## src/rtl/tlv8413_pkg.sv

```systemverilog
`default_nettype none
// ============================================================================
// Module      : tlv8413_pkg
// Description : Shared FSM encoding, default bus timings and ns-to-cycle helper
//               for the dual DAC8413 read-back controller.
// Revision    : 1.0 - initial release
// ============================================================================
package tlv8413_pkg;

    localparam int unsigned CLK_FREQ_HZ_DEF   = 22118400;
    localparam int unsigned ADDR_SETUP_NS_DEF = 100;
    localparam int unsigned CS_RD_NS_DEF      = 500;
    localparam int unsigned CS_HOLD_NS_DEF    = 100;

    localparam logic [2:0] ST_IDLE   = 3'd0;
    localparam logic [2:0] ST_SETUP  = 3'd1;
    localparam logic [2:0] ST_ACCESS = 3'd2;
    localparam logic [2:0] ST_HOLD   = 3'd3;
    localparam logic [2:0] ST_DONE   = 3'd4;

    typedef enum logic [2:0] {
        S_IDLE   = ST_IDLE,
        S_SETUP  = ST_SETUP,
        S_ACCESS = ST_ACCESS,
        S_HOLD   = ST_HOLD,
        S_DONE   = ST_DONE
    } state_t;

    // Integer clock period (truncated), then at least one cycle per phase.
    function automatic int unsigned ns_to_cnt(input int unsigned ns, input int unsigned freq);
        int unsigned period_ns;
        int unsigned cnt;
        period_ns = 1000000000 / freq;
        if (period_ns == 0) period_ns = 1;
        cnt = ns / period_ns;
        return (cnt < 1) ? 1 : cnt;
    endfunction

endpackage
`default_nettype wire

```

## src/rtl/tlv8413_next_ch.sv

```systemverilog
`default_nettype none
// ============================================================================
// Module      : tlv8413_next_ch
// Description : Lowest-set-bit finder over the 8-channel read mask.
// Revision    : 1.0 - initial release
// ============================================================================
module tlv8413_next_ch
    import tlv8413_pkg::*;
(
    input  logic [7:0] mask,
    output logic [2:0] idx,
    output logic       any
);

    always_comb begin
        idx = 3'd0;
        any = 1'b0;
        // Scan downward so the lowest set bit is the final assignment.
        for (int i = 7; i >= 0; i--) begin
            if (mask[i]) begin
                idx = 3'(i);
                any = 1'b1;
            end
        end
    end

endmodule
`default_nettype wire

```

## src/rtl/tlv8413_readback_mx.sv

```systemverilog
`default_nettype none
// ============================================================================
// Module      : tlv8413_readback_mx
// Description : Sweeps enabled channels of two bus-shared DAC8413s and returns
//               the upper 8 data bits of each. TLV8413_READBACK_CMP_EN adds an
//               expected-data compare (exp_data / mismatch ports).
// Revision    : 1.0 - initial release
// ============================================================================
module tlv8413_readback_mx
    import tlv8413_pkg::*;
#(
    parameter int unsigned CLK_FREQ_HZ   = CLK_FREQ_HZ_DEF,
    parameter int unsigned ADDR_SETUP_NS = ADDR_SETUP_NS_DEF,
    parameter int unsigned CS_RD_NS      = CS_RD_NS_DEF,
    parameter int unsigned CS_HOLD_NS    = CS_HOLD_NS_DEF
)(
    input  logic        clk,
    input  logic        rst,
    input  logic        rd_start,
    input  logic [7:0]  ch_mask,
    input  logic [11:0] DAC8413_DB_I,
    output logic        DAC8413_RW,
    output logic        DAC8413_CS1,
    output logic        DAC8413_CS2,
    output logic        DAC8413_LDAC,
    output logic        DAC8413_A1,
    output logic        DAC8413_A0,
    output logic [7:0]  rd_data,
    output logic [2:0]  rd_ch,
    output logic        rd_valid,
    output logic        busy,
    output logic        done
`ifdef TLV8413_READBACK_CMP_EN
    ,
    input  logic [63:0] exp_data,
    output logic [7:0]  mismatch
`endif
);

    localparam int unsigned SETUP_CNT = ns_to_cnt(ADDR_SETUP_NS, CLK_FREQ_HZ);
    localparam int unsigned CS_RD_CNT = ns_to_cnt(CS_RD_NS, CLK_FREQ_HZ);
    localparam int unsigned HOLD_CNT  = ns_to_cnt(CS_HOLD_NS, CLK_FREQ_HZ);

    localparam logic [3:0] SETUP_LAST = 4'(SETUP_CNT - 1);
    localparam logic [3:0] CS_RD_LAST = 4'(CS_RD_CNT - 1);
    localparam logic [3:0] HOLD_LAST  = 4'(HOLD_CNT - 1);

    if (SETUP_CNT > 15 || CS_RD_CNT > 15 || HOLD_CNT > 15) begin : g_cnt_range_check
        $error("tlv8413_readback_mx: phase count exceeds 4-bit counter range");
    end

    state_t     r_state, w_state_nxt;
    logic [3:0] r_cnt, w_cnt_nxt;
    logic [7:0] r_mask, w_mask_nxt;
    logic [2:0] r_ch, w_ch_nxt;
    logic [1:0] r_addr, w_addr_nxt;
    logic       r_cs1, w_cs1_nxt;
    logic       r_cs2, w_cs2_nxt;
    logic [7:0] r_rd_data, w_rd_data_nxt;
    logic [2:0] r_rd_ch, w_rd_ch_nxt;
    logic       r_rd_valid, w_rd_valid_nxt;
    logic       r_busy, w_busy_nxt;
    logic       r_done, w_done_nxt;
    logic [7:0] r_db_q;
    logic [7:0] w_scan_mask;
    logic [2:0] w_low;
    logic       w_any;
    logic       w_db_unused;
`ifdef TLV8413_READBACK_CMP_EN
    logic [7:0] r_mismatch, w_mismatch_nxt;
`endif

    assign w_db_unused = ^DAC8413_DB_I[3:0];

    // Fresh request mask in IDLE; remaining (already cleared) mask otherwise.
    assign w_scan_mask = (r_state == S_IDLE) ? ch_mask : r_mask;

    tlv8413_next_ch u_next_ch (
        .mask (w_scan_mask),
        .idx  (w_low),
        .any  (w_any)
    );

    always_ff @(posedge clk or posedge rst) begin
        if (rst) begin
            r_state    <= S_IDLE;
            r_cnt      <= 4'd0;
            r_mask     <= 8'd0;
            r_ch       <= 3'd0;
            r_addr     <= 2'd0;
            r_cs1      <= 1'b1;
            r_cs2      <= 1'b1;
            r_rd_data  <= 8'd0;
            r_rd_ch    <= 3'd0;
            r_rd_valid <= 1'b0;
            r_busy     <= 1'b0;
            r_done     <= 1'b0;
            r_db_q     <= 8'd0;
`ifdef TLV8413_READBACK_CMP_EN
            r_mismatch <= 8'd0;
`endif
        end else begin
            r_state    <= w_state_nxt;
            r_cnt      <= w_cnt_nxt;
            r_mask     <= w_mask_nxt;
            r_ch       <= w_ch_nxt;
            r_addr     <= w_addr_nxt;
            r_cs1      <= w_cs1_nxt;
            r_cs2      <= w_cs2_nxt;
            r_rd_data  <= w_rd_data_nxt;
            r_rd_ch    <= w_rd_ch_nxt;
            r_rd_valid <= w_rd_valid_nxt;
            r_busy     <= w_busy_nxt;
            r_done     <= w_done_nxt;
            r_db_q     <= DAC8413_DB_I[11:4];
`ifdef TLV8413_READBACK_CMP_EN
            r_mismatch <= w_mismatch_nxt;
`endif
        end
    end

    // Bus outputs are registered alongside the state so CS/address line up
    // exactly with the phase the FSM is in.
    always_comb begin
        w_state_nxt    = r_state;
        w_cnt_nxt      = r_cnt;
        w_mask_nxt     = r_mask;
        w_ch_nxt       = r_ch;
        w_addr_nxt     = r_addr;
        w_cs1_nxt      = 1'b1;
        w_cs2_nxt      = 1'b1;
        w_rd_data_nxt  = r_rd_data;
        w_rd_ch_nxt    = r_rd_ch;
        w_rd_valid_nxt = 1'b0;
        w_busy_nxt     = r_busy;
        w_done_nxt     = 1'b0;
`ifdef TLV8413_READBACK_CMP_EN
        w_mismatch_nxt = r_mismatch;
`endif
        case (r_state)
            S_IDLE: begin
                if (rd_start) begin
                    w_mask_nxt = ch_mask;
                    w_busy_nxt = 1'b1;
                    w_cnt_nxt  = 4'd0;
`ifdef TLV8413_READBACK_CMP_EN
                    w_mismatch_nxt = 8'd0;
`endif
                    if (w_any) begin
                        w_ch_nxt    = w_low;
                        w_addr_nxt  = w_low[1:0];
                        w_state_nxt = S_SETUP;
                    end else begin
                        w_state_nxt = S_DONE;
                    end
                end
            end
            S_SETUP: begin
                if (r_cnt == SETUP_LAST) begin
                    w_cnt_nxt   = 4'd0;
                    w_cs1_nxt   = r_ch[2];
                    w_cs2_nxt   = ~r_ch[2];
                    w_state_nxt = S_ACCESS;
                end else begin
                    w_cnt_nxt = r_cnt + 4'd1;
                end
            end
            S_ACCESS: begin
                if (r_cnt == CS_RD_LAST) begin
                    w_cnt_nxt      = 4'd0;
                    w_rd_data_nxt  = r_db_q;
                    w_rd_ch_nxt    = r_ch;
                    w_rd_valid_nxt = 1'b1;
                    w_mask_nxt     = r_mask & ~(8'd1 << r_ch);
`ifdef TLV8413_READBACK_CMP_EN
                    w_mismatch_nxt[r_ch] = (r_db_q != exp_data[{r_ch, 3'b000} +: 8]);
`endif
                    w_state_nxt    = S_HOLD;
                end else begin
                    w_cnt_nxt = r_cnt + 4'd1;
                    w_cs1_nxt = r_ch[2];
                    w_cs2_nxt = ~r_ch[2];
                end
            end
            S_HOLD: begin
                if (r_cnt == HOLD_LAST) begin
                    w_cnt_nxt = 4'd0;
                    if (w_any) begin
                        w_ch_nxt    = w_low;
                        w_addr_nxt  = w_low[1:0];
                        w_state_nxt = S_SETUP;
                    end else begin
                        w_addr_nxt  = 2'd0;
                        w_state_nxt = S_DONE;
                    end
                end else begin
                    w_cnt_nxt = r_cnt + 4'd1;
                end
            end
            S_DONE: begin
                w_busy_nxt  = 1'b0;
                w_done_nxt  = 1'b1;
                w_addr_nxt  = 2'd0;
                w_state_nxt = S_IDLE;
            end
            default: begin
                w_state_nxt = S_IDLE;
            end
        endcase
    end

    assign DAC8413_RW   = 1'b1;
    assign DAC8413_LDAC = 1'b1;
    assign DAC8413_CS1  = r_cs1;
    assign DAC8413_CS2  = r_cs2;
    assign DAC8413_A1   = r_addr[1];
    assign DAC8413_A0   = r_addr[0];
    assign rd_data      = r_rd_data;
    assign rd_ch        = r_rd_ch;
    assign rd_valid     = r_rd_valid;
    assign busy         = r_busy;
    assign done         = r_done;
`ifdef TLV8413_READBACK_CMP_EN
    assign mismatch     = r_mismatch;
`endif

endmodule
`default_nettype wire

```

## config.mk

```make
export PLATFORM = sky130hd
export DESIGN_NAME = tlv8413_readback_mx
export DESIGN_NICKNAME = d
export VERILOG_FILES = /design/src/rtl/tlv8413_pkg.sv /design/src/rtl/tlv8413_next_ch.sv /design/src/rtl/tlv8413_readback_mx.sv
export SDC_FILE = /design/constraint.sdc
export NUM_CORES = 1
export LEC_CHECK = 0
export BUFFER_PORTS_ARGS = -buffer_cell sky130_fd_sc_hd__buf_4
export CAP_MARGIN = 20
export CELL_PAD_IN_SITES_DETAIL_PLACEMENT = 1
export CELL_PAD_IN_SITES_GLOBAL_PLACEMENT = 2
export CORE_MARGIN = 8
export CORE_UTILIZATION = 35
export DETAILED_ROUTE_END_ITERATION = 16
export GPL_TIMING_DRIVEN = 0
export HOLD_SLACK_MARGIN = 0.12
export PLACE_DENSITY_LB_ADDON = 0.1
export SLEW_MARGIN = 20
export SYNTH_ARGS = -nofsm -noshare
export SYNTH_HDL_FRONTEND = slang
export SYNTH_HIERARCHICAL = 1
export SYNTH_SLANG_ARGS = --single-unit
export TNS_END_PERCENT = 30
```

## constraint.sdc

```tcl
create_clock -name clk -period 3.41 [get_ports clk]
set_input_delay 0.341 -clock clk [delete_from_list [all_inputs] [get_ports clk]]
set_output_delay 0.341 -clock clk [all_outputs]
set_load 0.01 [all_outputs]
```

### After elaboration in Yosys (flattened, before gate mapping)

Index checks and enable logic that the tools add are counted.

| storage, ports and cells | value |
|---|---|
| output and inout bits | 20 |
| flip-flop bits (word level) | 44 |
| input bits | 23 |

| operators by class | value |
|---|---|
| reductions and logical operators | 14 |
| equal/unequal tests | 11 |
| bitwise logic cells | 3 |
| multiplexer cells | 50 |
| shift operators | 1 |
| add/subtract/negate cells | 1 |

Operators with widths:

| kind | count |
|---|---|
| $mux W3 | 16 |
| $mux W8 | 3 |
| $mux W1 | 16 |
| $pmux W8 S2 | 1 |
| $mux W4 | 3 |
| $pmux W3 S4 | 1 |
| $pmux W4 S3 | 1 |
| $and A8 B8 Y8 | 1 |
| $mux W2 | 4 |
| $ne A2 B2 Y1 const B | 4 |
| $not A8 Y8 | 1 |
| $reduce_and A4 Y1 | 2 |
| $shl A1 B3 Y8 const A | 1 |
| $eq A3 B2 Y1 const B | 2 |
| $pmux W1 S2 | 3 |
| $pmux W2 S3 | 1 |
| $pmux W3 S2 | 1 |
| $reduce_and A2 Y1 | 3 |
| $reduce_and A3 Y1 | 2 |
| $reduce_bool A2 Y1 | 3 |
| $reduce_bool A3 Y1 | 2 |
| $add A4 B1 Y4 const B | 1 |
| $eq A4 B1 Y1 const B | 1 |
| $eq A4 B4 Y1 const B | 1 |
| 6 further kinds | 6 |

### Logic depth before layout (Yosys ltp)

| depth | value |
|---|---|
| depth in word-level cells | 13 |
| depth in mapped cells | 10 |
| mapped depth without buffers | 8 |

### Hierarchy

Netlist, hierarchy kept.

By module, submodules not included:

| module | area each (um^2) | instances | seq. area each (um^2) | cells each |
|---|---|---|---|---|
| tlv8413_readback_mx | 2013.2 | 1 | 1103.6 | 165 |
| tlv8413_next_ch | 80.1 | 1 | 0.0 | 13 |

### Worst setup path before layout

No wires, ideal clock.

| timing | value |
|---|---|
| path type | reg-to-reg |
| from | register r_state[0] |
| to | register r_ch[0] |
| arrival | 2.457 ns |
| library setup time | 0.125 ns |
| slack | 0.828 ns |
| path buffers | 2 |
| cell stages (with the launch flop) | 9 |
| cell sequence | dfrtp_1 buf_2 clkbuf_1 nor3_2 mux2_2 nor4_1 nand2_1 nor3b_2 mux2_2 |

RTL lines:

| item | RTL line | source |
|---|---|---|
| start, declared | tlv8413_readback_mx.sv:52 | `state_t r_state, w_state_nxt;` |
| start signal, assigned | tlv8413_readback_mx.sv:103 | `r_state <= w_state_nxt;` |
| $logic_not A3 Y1 (*) | tlv8413_readback_mx.sv:76 | `assign w_scan_mask = (r_state == S_IDLE) ? ch_mask : r_mask;` |
| $mux W8 (*) | tlv8413_readback_mx.sv:76 |  |
| named net w_scan_mask[5] | tlv8413_readback_mx.sv:65 | `logic [7:0] w_scan_mask;` |
| $mux W1 (*) (6 in a row) | tlv8413_next_ch.sv:20 | `if (mask[i]) begin` |
| named net w_any | tlv8413_readback_mx.sv:67 | `logic w_any;` |
| $mux W3 (*) | tlv8413_readback_mx.sv:149, tlv8413_readback_mx.sv:188 |  |
| $mux W3 (on tied branches) | tlv8413_readback_mx.sv:186, tlv8413_readback_mx.sv:142 |  |
| $pmux W3 S2 (*) | tlv8413_readback_mx.sv:140 | `case (r_state)` |
| end signal, assigned | tlv8413_readback_mx.sv:106 | `r_ch <= w_ch_nxt;` |
| end, declared | tlv8413_readback_mx.sv:55 | `logic [2:0] r_ch, w_ch_nxt;` |

Mark *: on every way through the listed nets, which the timed path passes. The rest lies on a longest branch. The select of a mux whose other input is x is not followed.
A chain may end at the register's enable or synchronous reset.

### Worst setup path after layout

| timing | value |
|---|---|
| from | register r_state[0] |
| to | register r_ch[2] |

Same word-level chain as after synthesis.

==> run_results.csv <==
group,metric,value,unit
outcome,status,"finished, final reports clean",
sta,rsz0062_at_grt,"false",
drt,first_pass_iters,4,
floorplan,start_util,35.8,%
sta,finalCriticalPeriod,3130,ps
drt,drt_iter0_markers,49,
power,clockPowerShare,18.8,%
sta,clock_skew,2.75,ps
drt,vias_per_cell,5.09,
floorplan,die_w,93.3,µm
setup_path,crit_type,"reg -> reg",
grt,grt_pass1_wl,8.89,mm
synth,ys_top_cells_by_count,"42 x dfrtp_1, 13 x mux2_2, 12 x a21oi_1, 11 x nand2_1",
setup_path,cpMaxStageDelayCell,"nor3_2",
synth,synth_top_area_share,50.2,%
synth,ys_ff_latch,44,
clock_tree,cts_buffer_depth,2,
setup_path,crit_arrival,3320,ps
sta,tns,0,ps
clock_tree,clkLatencyLatePin,300,ps
synth,synth-edff-count,0,
power,p_total,0.00219,W
hold_path,min_path_type,"in -> reg",
clock_tree,cts_root_buf,"clkbuf_8",
power,power.density,839,nW/µm²
layout,final_nets,247,
layout,layoutNonFillerInstCount,300,
clock_tree,cts_tree,"yes",
grt,antenna_found_initial,0,
setup_path,worstSetupStartpointType,"flip-flop",
flow_run,maxCapViolCount,0,
sta,final_max_slew_viol_count,0,
power,irDropWorstVdd,0.294,mV
sta,min_period_over_period,91.8,%
setup_path,crit_required,3600,ps
clock_tree,cts-resized-gates,0,
placed_design,portBuffers,36,
grt,grt.overflow.total,0,
placed_design,hpwl,4.03,mm
synth,synth-seq-area-share,52.7,%
sta,slew_headroom,39.6,%
placed_design,gp_congestion,0.824,
synth,syn_area_per_cell,11.8,µm²
clock_tree,cts_max_level,2,
drt,num_vias,1528,
floorplan,num_rows,28,
synth,synthTopCellsByArea,"dfrtp_1 50%, mux2_2 7.0%, mux2_4 6.5%, a22o_1 4.2%, a21oi_1 2.9%",
floorplan,coreArea,5850,µm²
synth,synth_ff_type,"dfrtp_1",
setup_path,path_common_cell,"mux2_2",
sta,final_hold_viol_count,0,
clock_tree,clkTransAtPathRegs,90,ps
synth,yosys.area.top_type,"dfrtp_1",
setup_path,worst-path-max-fanout,10,
synth,netlist_area,2090,µm²
power,p_sw,0.000797,W
power,power_frac_seq,37.3,%
power,static-leakage-power,1.21,nW
grt,grtUsageTotal,13.0,%
layout,area_growth,24.5,%
floorplan,dieArea,8710,µm²
sta,tightest_slew,904,ps
clock_tree,cts_sinks,44,
layout,drive_above_1_share,38.2,%
synth,ys_async_sr_fraction,100,%
setup_path,slowest_delay,610,ps
drt,ant_nets,0,
drt,drt-total-wl,5.31,mm
setup_path,crit_chain,"buf_2 > clkbuf_1 > nor3_2 > mux2_2 > nor4_1 > nand2_1 > nor3b_2 > mux2_2",
sta,setup_viol,0,
floorplan,pin_count,43,
synth,yosysMostFrequentCell,"dfrtp_1",
power,p_int,0.00139,W
synth,synthCells,178,
sta,clock.fmax,319,MHz
grt,grt_pass1_vias,1686,
floorplan,dieHeight,93.3,µm
setup_path,cp-end-kind,"flip-flop",
power,power_frac_comb,43.8,%
power,netSwitchingFraction,36.5,%
placed_design,dp.cells,291,
drt,wl_per_cell,17.7,µm
synth,ys_warn_count,6,
drt,drcViolationCount,0,
clock_tree,cts_buffers,5,
layout,antenna_cells,0,
synth,synth.distinct_cells,43,
grt,grt_max_degree,25,
[cell usage in the layout, fill, tap and decap left out, types with 2 or more instances in the layout]
cell type / n
mux2_2: 13
a211oi_1: 2
nor2_1: 10
mux2_4: 9
nor4b_2: 2
nor3_1: 4
a21oi_1: 12
nand3_1: 2
inv_1: 2
nand2b_1: 2
dfstp_2: 2
buf_6: 3
nand3b_1: 2
nor2b_1: 2
a22o_1: 10
dfrtp_1: 42
nor3b_1: 4
clkbuf_1: 6
conb_1: 2
nor4_1: 2
o21ai_0: 10
nand2_1: 11
clkbuf_8: 5
or4_1: 2
buf_4: 39
[metal layers]
metal / wire length [µm] / part of all wire, % / GRT usage, % / vias to the layer above
met4: 80 / 1.5 / 4.43 / 0
met3: 254 / 4.8 / 3.53 / 8
li1: - / - / - / 728
met5: 0 / 0 / 0 / -
met2: 2720 / 51 / 22.3 / 24
met1: 2250 / 42 / 15.2 / 768
[registers in the layout, summed over array words and instances (netlist names)]
name,cells
rd_data,8
r_cnt,4
rd_ch,3
DAC8413_CS2,1
busy,1
r_mask,8
rd_valid,1
r_ch,3
r_db_q,8
done,1
r_state,3
DAC8413_CS1,1
r_addr,2
[worst max-delay path, delay by kind of cell (launching register included)]
family / cells / cell delay [ps]
multiplexers: 2 / 720
AND/OR/NAND/NOR: 4 / 1520
buffers and inverters: 2 / 400
flip-flops: 1 / 360
[final timing paths]
check | start | end | slack, ps | cells after the start
max reg2reg | r_state[0] | r_ch[2] | 280 | 8
max in group asynchronous | rst | DAC8413_CS2 | 2230 | 4
max | r_state[0] | r_ch[2] | 280 | 8
min reg2reg | r_db_q[7] | rd_data[7] | 490 | 1
min in group asynchronous | rst | r_db_q[4] | 620 | 3
min | DAC8413_DB_I[6] | r_db_q[2] | 140 | 1
[layout make-up]
class	count	area, µm²
Sequential cell	44	1100
Inverter	3	11.3
Timing Repair Buffer	38	300
Fill cell	635	3240
Multi-Input combinational cell	119	898
Tap cell	75	93.8
Clock buffer	5	68.8
Buffer	13	83.8
Clock inverter	3	46.3
[metrics by stage]
stage | instance area [µm²] | util, % | setup WS, ps | hold WS [ps]
floorplan | 2100 | - | 828 | 372
global placement | 2460 | 42.1 | 315 | 451
detailed placement | 2480 | 42.4 | 205 | 390
CTS | 2610 | 44.5 | 192 | 131
global route | 2610 | 44.5 | 18.1 | 122
finish | 2610 | 44.5 | 278 | 142
[what timing repair did]
item,4_1_cts,5_1_grt
hold buffers,1,0
buffers inserted,0,0
hold endpoints to repair,20,0
[cells by family (layout without fill, tap and decap cells)]
group / count (synthesis) / in the layout / share of synthesized area, %
other: 1 / 2 / 0.179
AOI/OAI and AO/OA: 42 / 42 / 13.4
and+or+nand+nor: 53 / 53 / 15.7
buffers and inverters: 16 / 62 / 4.54
muxes: 22 / 22 / 13.4
DFF: 44 / 44 / 52.7
[power by group through the flow]
stage / Clock, W / Combinational [W] / Sequential, W
after floorplan: 0 / 0.000634 / 0.000827
after global routing: 0.000452 / 0.00106 / 0.000844
after global placement: 0 / 0.000919 / 0.000811
after CTS: 0.000430 / 0.000975 / 0.000818
after detailed placement: 0 / 0.000967 / 0.000826
final: 0.000412 / 0.000958 / 0.000816
No activity file was read; power rests on OpenSTA's default activity.
